## src/rtl/axi_lite_cmd_manager_pkg.sv

```systemverilog
// Shared types and constants for the AXI-Lite command manager.
// Latency: n/a (declarations only).
// Backpressure: n/a.
package axi_lite_ctrl_pkg;

    localparam int AXIL_ADDR_W = 32;
    localparam int AXIL_DATA_W = 32;
    localparam int AXIL_STRB_W = AXIL_DATA_W / 8;
    localparam int AXIL_RESP_W = 2;

    localparam logic [AXIL_RESP_W-1:0] RESP_OKAY   = 2'b00;
    localparam logic [AXIL_RESP_W-1:0] RESP_SLVERR = 2'b10;
    localparam logic [AXIL_RESP_W-1:0] RESP_DECERR = 2'b11;

    typedef enum logic [2:0] {
        ST_IDLE,
        ST_WR_REQ,
        ST_WR_RESP,
        ST_RD_REQ,
        ST_RD_DATA,
        ST_RSP
    } state_e;

endpackage

```

## src/rtl/axi_lite_cmd_manager_if.sv

```systemverilog
// Command/response handshake plus AXI-Lite manager channels in one bundle.
// Latency: n/a (wires only).
// Backpressure: valid/ready on every channel; master = manager side, slave = environment side.
interface axi_lite_cmd_manager_if #(
    parameter int AW = 32,
    parameter int DW = 32,
    parameter int SW = 4,
    parameter int RW = 2
) ();
    // command side
    logic          cmd_valid;
    logic          cmd_ready;
    logic          cmd_write;
    logic [AW-1:0] cmd_addr;
    logic [DW-1:0] cmd_wdata;
    logic [SW-1:0] cmd_wstrb;
    // response side
    logic          rsp_valid;
    logic          rsp_ready;
    logic          rsp_write;
    logic [DW-1:0] rsp_rdata;
    logic [RW-1:0] rsp_resp;
    // AXI-Lite manager channels
    logic          M_AXIL_awvalid;
    logic          M_AXIL_awready;
    logic [AW-1:0] M_AXIL_awaddr;
    logic [SW-1:0] M_AXIL_wstrb;
    logic          M_AXIL_wvalid;
    logic          M_AXIL_wready;
    logic [DW-1:0] M_AXIL_wdata;
    logic          M_AXIL_bvalid;
    logic          M_AXIL_bready;
    logic [RW-1:0] M_AXIL_bresp;
    logic          M_AXIL_arvalid;
    logic          M_AXIL_arready;
    logic [AW-1:0] M_AXIL_araddr;
    logic          M_AXIL_rvalid;
    logic          M_AXIL_rready;
    logic [DW-1:0] M_AXIL_rdata;
    logic [RW-1:0] M_AXIL_rresp;

    modport master (
        input  cmd_valid, cmd_write, cmd_addr, cmd_wdata, cmd_wstrb, rsp_ready,
        output cmd_ready, rsp_valid, rsp_write, rsp_rdata, rsp_resp,
        output M_AXIL_awvalid, M_AXIL_awaddr, M_AXIL_wstrb, M_AXIL_wvalid, M_AXIL_wdata,
        output M_AXIL_bready, M_AXIL_arvalid, M_AXIL_araddr, M_AXIL_rready,
        input  M_AXIL_awready, M_AXIL_wready, M_AXIL_bvalid, M_AXIL_bresp,
        input  M_AXIL_arready, M_AXIL_rvalid, M_AXIL_rdata, M_AXIL_rresp
    );

    modport slave (
        output cmd_valid, cmd_write, cmd_addr, cmd_wdata, cmd_wstrb, rsp_ready,
        input  cmd_ready, rsp_valid, rsp_write, rsp_rdata, rsp_resp,
        input  M_AXIL_awvalid, M_AXIL_awaddr, M_AXIL_wstrb, M_AXIL_wvalid, M_AXIL_wdata,
        input  M_AXIL_bready, M_AXIL_arvalid, M_AXIL_araddr, M_AXIL_rready,
        output M_AXIL_awready, M_AXIL_wready, M_AXIL_bvalid, M_AXIL_bresp,
        output M_AXIL_arready, M_AXIL_rvalid, M_AXIL_rdata, M_AXIL_rresp
    );

endinterface

```

## src/rtl/axi_lite_cmd_manager.sv

```systemverilog
// Single-outstanding AXI-Lite manager: one command -> one AXI-Lite write or read -> one response.
// Latency: cmd accept T0, AW/W/AR valid T1, response one cycle after the B/R beat is taken.
// Backpressure: cmd_ready only in IDLE; response held until rsp_ready. Optional watchdog: AXIL_TIMEOUT_EN.
module axi_lite_cmd_manager
    import axi_lite_ctrl_pkg::*;
#(
    parameter int AXI_LITE_ADDR_WIDTH  = AXIL_ADDR_W,
    parameter int AXI_LITE_DATA_WIDTH  = AXIL_DATA_W,
    parameter int AXI_LITE_WSTRB_WIDTH = AXIL_STRB_W,
    parameter int AXI_LITE_RESP_WIDTH  = AXIL_RESP_W,
    parameter int TIMEOUT_CYCLES       = 1024
) (
    input  logic                   clk,
    input  logic                   rst,
    axi_lite_cmd_manager_if.master bus,
    output logic [31:0]            txn_count
);

    // watchdog needs at least one counted cycle before it can fire
    if (TIMEOUT_CYCLES < 2) begin : g_bad_timeout
        $error("TIMEOUT_CYCLES must be >= 2");
    end

    state_e                            state_q, state_d;
    logic                              awvalid_q, awvalid_d;
    logic                              wvalid_q, wvalid_d;
    logic                              bready_q, bready_d;
    logic                              arvalid_q, arvalid_d;
    logic                              rready_q, rready_d;
    logic                              rsp_valid_q, rsp_valid_d;
    logic                              write_q, write_d;
    logic [AXI_LITE_ADDR_WIDTH-1:0]    addr_q, addr_d;
    logic [AXI_LITE_DATA_WIDTH-1:0]    wdata_q, wdata_d;
    logic [AXI_LITE_WSTRB_WIDTH-1:0]   wstrb_q, wstrb_d;
    logic [AXI_LITE_DATA_WIDTH-1:0]    rdata_q, rdata_d;
    logic [AXI_LITE_RESP_WIDTH-1:0]    resp_q, resp_d;
    logic [31:0]                       txn_q, txn_d;
`ifdef AXIL_TIMEOUT_EN
    localparam int WD_W = $clog2(TIMEOUT_CYCLES + 1);
    logic [WD_W-1:0]                   wd_q, wd_d;
`endif

    // state and all registered outputs; reset abandons any transaction in flight
    always_ff @(posedge clk) begin
        if (rst) begin
            state_q     <= ST_IDLE;
            awvalid_q   <= 1'b0;
            wvalid_q    <= 1'b0;
            bready_q    <= 1'b0;
            arvalid_q   <= 1'b0;
            rready_q    <= 1'b0;
            rsp_valid_q <= 1'b0;
            write_q     <= 1'b0;
            addr_q      <= '0;
            wdata_q     <= '0;
            wstrb_q     <= '0;
            rdata_q     <= '0;
            resp_q      <= '0;
            txn_q       <= '0;
`ifdef AXIL_TIMEOUT_EN
            wd_q        <= '0;
`endif
        end else begin
            state_q     <= state_d;
            awvalid_q   <= awvalid_d;
            wvalid_q    <= wvalid_d;
            bready_q    <= bready_d;
            arvalid_q   <= arvalid_d;
            rready_q    <= rready_d;
            rsp_valid_q <= rsp_valid_d;
            write_q     <= write_d;
            addr_q      <= addr_d;
            wdata_q     <= wdata_d;
            wstrb_q     <= wstrb_d;
            rdata_q     <= rdata_d;
            resp_q      <= resp_d;
            txn_q       <= txn_d;
`ifdef AXIL_TIMEOUT_EN
            wd_q        <= wd_d;
`endif
        end
    end

    // next-state and next-output decode for the transaction sequencer
    always_comb begin
        state_d     = state_q;
        awvalid_d   = awvalid_q;
        wvalid_d    = wvalid_q;
        bready_d    = bready_q;
        arvalid_d   = arvalid_q;
        rready_d    = rready_q;
        rsp_valid_d = rsp_valid_q;
        write_d     = write_q;
        addr_d      = addr_q;
        wdata_d     = wdata_q;
        wstrb_d     = wstrb_q;
        rdata_d     = rdata_q;
        resp_d      = resp_q;
        txn_d       = txn_q;
`ifdef AXIL_TIMEOUT_EN
        wd_d        = '0;
`endif
        unique case (state_q)
            ST_IDLE: begin
                if (bus.cmd_valid) begin
                    write_d = bus.cmd_write;
                    addr_d  = bus.cmd_addr;
                    wdata_d = bus.cmd_wdata;
                    wstrb_d = bus.cmd_wstrb;
                    if (bus.cmd_write) begin
                        state_d   = ST_WR_REQ;
                        awvalid_d = 1'b1;
                        wvalid_d  = 1'b1;
                    end else begin
                        state_d   = ST_RD_REQ;
                        arvalid_d = 1'b1;
                    end
                end
            end
            ST_WR_REQ: begin
                // a low valid inside WR_REQ means that channel already handshook,
                // so the valids double as the per-channel done flags
                if (awvalid_q && bus.M_AXIL_awready) awvalid_d = 1'b0;
                if (wvalid_q && bus.M_AXIL_wready)   wvalid_d  = 1'b0;
                if (!awvalid_d && !wvalid_d) begin
                    state_d  = ST_WR_RESP;
                    bready_d = 1'b1;
                end
            end
            ST_WR_RESP: begin
                if (bus.M_AXIL_bvalid) begin
                    resp_d      = bus.M_AXIL_bresp;
                    rdata_d     = '0;
                    bready_d    = 1'b0;
                    rsp_valid_d = 1'b1;
                    state_d     = ST_RSP;
                end
            end
            ST_RD_REQ: begin
                if (bus.M_AXIL_arready) begin
                    arvalid_d = 1'b0;
                    rready_d  = 1'b1;
                    state_d   = ST_RD_DATA;
                end
            end
            ST_RD_DATA: begin
                if (bus.M_AXIL_rvalid) begin
                    rdata_d     = bus.M_AXIL_rdata;
                    resp_d      = bus.M_AXIL_rresp;
                    rready_d    = 1'b0;
                    rsp_valid_d = 1'b1;
                    state_d     = ST_RSP;
                end
            end
            ST_RSP: begin
                if (bus.rsp_ready) begin
                    rsp_valid_d = 1'b0;
                    txn_d       = txn_q + 32'd1;
                    state_d     = ST_IDLE;
                end
            end
            default: state_d = ST_IDLE;
        endcase
`ifdef AXIL_TIMEOUT_EN
        // watchdog restarts on every state change; it only fires while stuck
        if ((state_q inside {ST_WR_REQ, ST_WR_RESP, ST_RD_REQ, ST_RD_DATA}) &&
            (state_d == state_q)) begin
            if (wd_q == WD_W'(TIMEOUT_CYCLES - 1)) begin
                awvalid_d   = 1'b0;
                wvalid_d    = 1'b0;
                bready_d    = 1'b0;
                arvalid_d   = 1'b0;
                rready_d    = 1'b0;
                resp_d      = RESP_DECERR;
                rdata_d     = '0;
                rsp_valid_d = 1'b1;
                state_d     = ST_RSP;
            end else begin
                wd_d = wd_q + 1'b1;
            end
        end
`endif
    end

    assign bus.cmd_ready      = (state_q == ST_IDLE);
    assign bus.rsp_valid      = rsp_valid_q;
    assign bus.rsp_write      = write_q;
    assign bus.rsp_rdata      = rdata_q;
    assign bus.rsp_resp       = resp_q;
    assign bus.M_AXIL_awvalid = awvalid_q;
    assign bus.M_AXIL_awaddr  = addr_q;
    assign bus.M_AXIL_wvalid  = wvalid_q;
    assign bus.M_AXIL_wdata   = wdata_q;
    assign bus.M_AXIL_wstrb   = wstrb_q;
    assign bus.M_AXIL_bready  = bready_q;
    assign bus.M_AXIL_arvalid = arvalid_q;
    assign bus.M_AXIL_araddr  = addr_q;
    assign bus.M_AXIL_rready  = rready_q;
    assign txn_count          = txn_q;

endmodule

```

## src/flat_wrapper.sv

```systemverilog
// flat-port wrapper written by rule: the top's interface ports become plain ports
module axi_lite_cmd_manager_flat import axi_lite_ctrl_pkg::*;
#(
    parameter int AXI_LITE_ADDR_WIDTH  = AXIL_ADDR_W,
    parameter int AXI_LITE_DATA_WIDTH  = AXIL_DATA_W,
    parameter int AXI_LITE_WSTRB_WIDTH = AXIL_STRB_W,
    parameter int AXI_LITE_RESP_WIDTH  = AXIL_RESP_W,
    parameter int TIMEOUT_CYCLES       = 1024
)
  (clk, rst, txn_count, bus_cmd_valid, bus_cmd_write, bus_cmd_addr, bus_cmd_wdata, bus_cmd_wstrb, bus_rsp_ready, bus_cmd_ready, bus_rsp_valid, bus_rsp_write, bus_rsp_rdata, bus_rsp_resp, bus_M_AXIL_awvalid, bus_M_AXIL_awaddr, bus_M_AXIL_wstrb, bus_M_AXIL_wvalid, bus_M_AXIL_wdata, bus_M_AXIL_bready, bus_M_AXIL_arvalid, bus_M_AXIL_araddr, bus_M_AXIL_rready, bus_M_AXIL_awready, bus_M_AXIL_wready, bus_M_AXIL_bvalid, bus_M_AXIL_bresp, bus_M_AXIL_arready, bus_M_AXIL_rvalid, bus_M_AXIL_rdata, bus_M_AXIL_rresp);
  axi_lite_cmd_manager_if bus_i ();
  input  logic clk;
  input  logic rst;
  output logic [31:0] txn_count;
  input wire logic [$bits(bus_i.cmd_valid)-1:0] bus_cmd_valid;
  input wire logic [$bits(bus_i.cmd_write)-1:0] bus_cmd_write;
  input wire logic [$bits(bus_i.cmd_addr)-1:0] bus_cmd_addr;
  input wire logic [$bits(bus_i.cmd_wdata)-1:0] bus_cmd_wdata;
  input wire logic [$bits(bus_i.cmd_wstrb)-1:0] bus_cmd_wstrb;
  input wire logic [$bits(bus_i.rsp_ready)-1:0] bus_rsp_ready;
  output wire logic [$bits(bus_i.cmd_ready)-1:0] bus_cmd_ready;
  output wire logic [$bits(bus_i.rsp_valid)-1:0] bus_rsp_valid;
  output wire logic [$bits(bus_i.rsp_write)-1:0] bus_rsp_write;
  output wire logic [$bits(bus_i.rsp_rdata)-1:0] bus_rsp_rdata;
  output wire logic [$bits(bus_i.rsp_resp)-1:0] bus_rsp_resp;
  output wire logic [$bits(bus_i.M_AXIL_awvalid)-1:0] bus_M_AXIL_awvalid;
  output wire logic [$bits(bus_i.M_AXIL_awaddr)-1:0] bus_M_AXIL_awaddr;
  output wire logic [$bits(bus_i.M_AXIL_wstrb)-1:0] bus_M_AXIL_wstrb;
  output wire logic [$bits(bus_i.M_AXIL_wvalid)-1:0] bus_M_AXIL_wvalid;
  output wire logic [$bits(bus_i.M_AXIL_wdata)-1:0] bus_M_AXIL_wdata;
  output wire logic [$bits(bus_i.M_AXIL_bready)-1:0] bus_M_AXIL_bready;
  output wire logic [$bits(bus_i.M_AXIL_arvalid)-1:0] bus_M_AXIL_arvalid;
  output wire logic [$bits(bus_i.M_AXIL_araddr)-1:0] bus_M_AXIL_araddr;
  output wire logic [$bits(bus_i.M_AXIL_rready)-1:0] bus_M_AXIL_rready;
  input wire logic [$bits(bus_i.M_AXIL_awready)-1:0] bus_M_AXIL_awready;
  input wire logic [$bits(bus_i.M_AXIL_wready)-1:0] bus_M_AXIL_wready;
  input wire logic [$bits(bus_i.M_AXIL_bvalid)-1:0] bus_M_AXIL_bvalid;
  input wire logic [$bits(bus_i.M_AXIL_bresp)-1:0] bus_M_AXIL_bresp;
  input wire logic [$bits(bus_i.M_AXIL_arready)-1:0] bus_M_AXIL_arready;
  input wire logic [$bits(bus_i.M_AXIL_rvalid)-1:0] bus_M_AXIL_rvalid;
  input wire logic [$bits(bus_i.M_AXIL_rdata)-1:0] bus_M_AXIL_rdata;
  input wire logic [$bits(bus_i.M_AXIL_rresp)-1:0] bus_M_AXIL_rresp;
  assign bus_i.cmd_valid = bus_cmd_valid;
  assign bus_i.cmd_write = bus_cmd_write;
  assign bus_i.cmd_addr = bus_cmd_addr;
  assign bus_i.cmd_wdata = bus_cmd_wdata;
  assign bus_i.cmd_wstrb = bus_cmd_wstrb;
  assign bus_i.rsp_ready = bus_rsp_ready;
  assign bus_cmd_ready = bus_i.cmd_ready;
  assign bus_rsp_valid = bus_i.rsp_valid;
  assign bus_rsp_write = bus_i.rsp_write;
  assign bus_rsp_rdata = bus_i.rsp_rdata;
  assign bus_rsp_resp = bus_i.rsp_resp;
  assign bus_M_AXIL_awvalid = bus_i.M_AXIL_awvalid;
  assign bus_M_AXIL_awaddr = bus_i.M_AXIL_awaddr;
  assign bus_M_AXIL_wstrb = bus_i.M_AXIL_wstrb;
  assign bus_M_AXIL_wvalid = bus_i.M_AXIL_wvalid;
  assign bus_M_AXIL_wdata = bus_i.M_AXIL_wdata;
  assign bus_M_AXIL_bready = bus_i.M_AXIL_bready;
  assign bus_M_AXIL_arvalid = bus_i.M_AXIL_arvalid;
  assign bus_M_AXIL_araddr = bus_i.M_AXIL_araddr;
  assign bus_M_AXIL_rready = bus_i.M_AXIL_rready;
  assign bus_i.M_AXIL_awready = bus_M_AXIL_awready;
  assign bus_i.M_AXIL_wready = bus_M_AXIL_wready;
  assign bus_i.M_AXIL_bvalid = bus_M_AXIL_bvalid;
  assign bus_i.M_AXIL_bresp = bus_M_AXIL_bresp;
  assign bus_i.M_AXIL_arready = bus_M_AXIL_arready;
  assign bus_i.M_AXIL_rvalid = bus_M_AXIL_rvalid;
  assign bus_i.M_AXIL_rdata = bus_M_AXIL_rdata;
  assign bus_i.M_AXIL_rresp = bus_M_AXIL_rresp;
  axi_lite_cmd_manager #(.AXI_LITE_ADDR_WIDTH(AXI_LITE_ADDR_WIDTH), .AXI_LITE_DATA_WIDTH(AXI_LITE_DATA_WIDTH), .AXI_LITE_WSTRB_WIDTH(AXI_LITE_WSTRB_WIDTH), .AXI_LITE_RESP_WIDTH(AXI_LITE_RESP_WIDTH), .TIMEOUT_CYCLES(TIMEOUT_CYCLES)) u_core (.clk(clk), .rst(rst), .bus(bus_i), .txn_count(txn_count));
endmodule
```

## config.mk

```make
export PLATFORM = sky130hd
export DESIGN_NAME = axi_lite_cmd_manager_flat
export DESIGN_NICKNAME = d
export VERILOG_FILES = /design/src/rtl/axi_lite_cmd_manager_pkg.sv /design/src/rtl/axi_lite_cmd_manager_if.sv /design/src/rtl/axi_lite_cmd_manager.sv /design/src/flat_wrapper.sv
export SDC_FILE = /design/constraint.sdc
export NUM_CORES = 1
export LEC_CHECK = 0
export ABC_AREA = 1
export CORE_UTILIZATION = 35
export CTS_CLUSTER_SIZE = 10
export DETAILED_ROUTE_END_ITERATION = 12
export PLACE_DENSITY = 0.66
export SETUP_SLACK_MARGIN = 0.4
export SLEW_MARGIN = 20
export SYNTH_ARGS = -nofsm -noshare
export SYNTH_HDL_FRONTEND = slang
export SYNTH_SLANG_ARGS = --single-unit
```

## constraint.sdc

```tcl
create_clock -name clk -period 1.55 [get_ports clk]
set_input_delay 0.2325 -clock clk [delete_from_list [all_inputs] [get_ports clk]]
set_output_delay 0.2325 -clock clk [all_outputs]
set_load 0.02 [all_outputs]
```

==> impl_results.md <==
* Status: completed
* Required @ worst endpoint at 1890 ps
* Routed wire length at 24.4 mm
* First-pass GRT wire length at 33.5 mm
* Simple-Gate Fraction of Synth Area at about 31%
* Leak at roughly 4.9 nW
* Post-Syn Area at roughly 6300 um^2
* Maximum clock rate at ~670 MHz
* Die Area at approximately 19000 um^2
* Core area at 17500 um^2
* Arrival time at the worst endpoint at roughly 1800 ps
* Area Overhead vs Synth at 82.5%
* Worst Setup Slack, final at 68.2 ps
* 1st-iter DRT viols at 356
* Initial Util at around 36%
* Yosys warns at 0
* Cell Pwr Density at ~1500 nW/um^2
* Adder-cell share of the synthesized area at less than 1%
* Most frequent cells in the layout: nand2_1 (184), clkdlybuf4s50_1 (111), buf_4 (110)
* Peak supply drop at approximately 0.0010 V
* Final hold viol count at 0
* Synth Instances at around 860
* Synth unique cells at 33
* Root buf cell: clkbuf_16
* Pin count of the biggest net entering global routing at between 60 and 70
* # fillers at about 1400
* Total CTS buffers at 17
* Die H at about 140 um
* Post-synthesis sequential area ratio at ~46%
* Worst Tran Pin Value at between 400 and 500 ps
* Compound-Gate Fraction of Synth Area at 12.3%
* Syn nets at between 900 and 1000
* Pre-CTS WS at -117 ps
* Mean post-synth cell area at between 7 and 8 um^2
* Die width at between 100 and 150 um
* Antenna viol nets, final at 0
* Final period utilization at ~96%
* Fraction of synthesized area in multiplexers at 0%
* HPWL after DPL at roughly 15 mm
* Worst min path class: input pin to flip-flop
* Final Critical Period at approximately 1500 ps
* Post-synthesis xor/xnor area fraction at 0.138%
* Vias/cell at 4.93
* Largest family of logic cells by synthesized area: simple AND/OR/NAND/NOR gates
* Total track usage at 23.4%
* Startpoint types: flip-flop
* WL/cell at 17.1 um
* Pre-antenna DRT Iters at 5
* Clk_lat worst skew at between 400 and 500 ps
* I/O pin cnt at between 200 and 300
* Commonest non-fill, non-tap cell in the layout: nand2_1
* Worst Setup Path Type: flip-flop to flip-flop
* Sink Count at between 100 and 150
* Share of cells above drive strength 1 at between 40% and 50%
* Seq cells post-synth at about 140
* DRC violations left at 0
* Clock skew at ~12 ps
* Vias in the first global route at 6472
* Final setup fails at 0
* Worst slew margin at 71.5%
* Clock Pin Slew Worst Setup and Hold Paths at around 60 ps
* Nets at about 1300
* CTS tree: yes
* Via count at approximately 7000
* H-tree depth at 4
* Total power at 17.4 mW
* Gpl congestion at about 0.85
* Deepest clock path buffer count at 2
* CP Max Fanout at 5
* RSZ-0062 raised after global routing: true
* # rows at 48
* Crit. End Element: flip-flop
* Aggregate global routing overflow at 0
* Max-slew violation count at 0
* Port Buffer Count at between 200 and 300
* # Max-Cap Violations at 0
* Setup TNS at 0 ps
* Initial antenna violation count at 1
routing by layer:
| layer | global-route usage, % | vias to the layer above | part of all wire, % |
|---|---|---|---|
| met5 | 0 | - | 0 |
| met4 | 5.25 | 0 | 1.5 |
| met3 | 7.94 | 34 | 7.4 |
| met2 | 41.0 | 270 | 51 |
| met1 | 27.2 | 3295 | 40 |
| li1 | - | 3430 | - |
stage by stage:
step                      cell area, um^2  instances  utilization [%]  hold slack [ps]
after global placement               9520       1332             54.5              447
after detailed placement             9520       1332             54.5              448
after global routing                11500       1425             66.1              158
after floorplan                      6510        855                -              323
final                               11500       1426             66.1              157
after CTS                           10600       1398             60.6              154
final timing paths:
path	startpoint	end	slack, ps	depth (start not counted)
max	u_core.state_q[0]$_SDFFE_PP0P_	u_core.state_q[1]$_SDFFE_PP0P_	70	11
max reg2reg	u_core.state_q[0]$_SDFFE_PP0P_	u_core.state_q[1]$_SDFFE_PP0P_	70	11
min reg2reg	u_core.bus.M_AXIL_wvalid$_SDFFE_PP0P_	u_core.bus.M_AXIL_wvalid$_SDFFE_PP0P_	450	2
min	rst	u_core.state_q[1]$_SDFFE_PP0P_	160	2
area by class of cell:
cell class              instances  area (um^2)  area share, %
repair buffers                392         4040           35.0
diodes                          1         2.50         0.0217
clock inverters                13          149           1.29
flip-flops and latches        144         3060           26.5
clock buffers                  19          443           3.84
multi-input cells             581         3350           29.1
well taps                     225          282           2.44
inverters                      51          211           1.83
sequential cells by signal, summed over array words and instances (netlist names), 2 cells and up:
name,count
u_core.bus.M_AXIL_wstrb,4
u_core.bus.rsp_rdata,32
u_core.bus.M_AXIL_wdata,32
u_core.bus.M_AXIL_araddr,32
u_core.state_q,3
u_core.txn_count,32
u_core.bus.rsp_resp,2
where the power goes:
group	leakage, nW	internal [mW]	switching, mW	total (mW)
combinational	3.41	4.02	4.34	8.37
clock	0.293	2.45	1.73	4.18
sequential	1.22	4.37	0.479	4.84
what timing repair did:
action,CTS,global route
setup endpoints to repair,318,307
buffers inserted,32,15
pin swaps,17,54
gates resized for setup,920,143
gates cloned,2,12
hold buffers,0,0
kinds of logic (layout without fill, tap and decap cells):
family                   count (synthesis)  after routing
AO/OA/AOI/OAI                          145            145
flip-flops                             144            144
buffers and inverters                  130            475
XOR/XNOR                                 1              1
adder cells (fa/ha/maj)                  1              1
AND/OR/NAND/NOR                        434            434
other                                    0              1
synthesized netlist by cell type, drive strengths merged:
cell type	number	area, um^2
a211oi	2	20.0
a21oi	124	658
buf	56	403
clkbuf	23	86.3
clkinv	1	8.76
dfxtp	144	2880
ha	1	12.5
inv	50	188
nand2	238	938
nand3	94	505
nand3b	2	15.0
nand4	12	90.1
nor2	81	367
nor3	7	40.0
o21a	1	7.51
o21ai	16	80.1
o21bai	2	15.0
xor2	1	8.76
critical path: stages (launching register included):
cell and delay [ps]:
dfxtp_4 390, buf_6 130, buf_4 110, nand2_1 60, nor2_1 120, nand2_1 100
nand2_4 80, nor2_2 40, buf_6 130, nand2_4 60, nand2_2 60, a21oi_2 120
(Power assumes the default switching activity.)
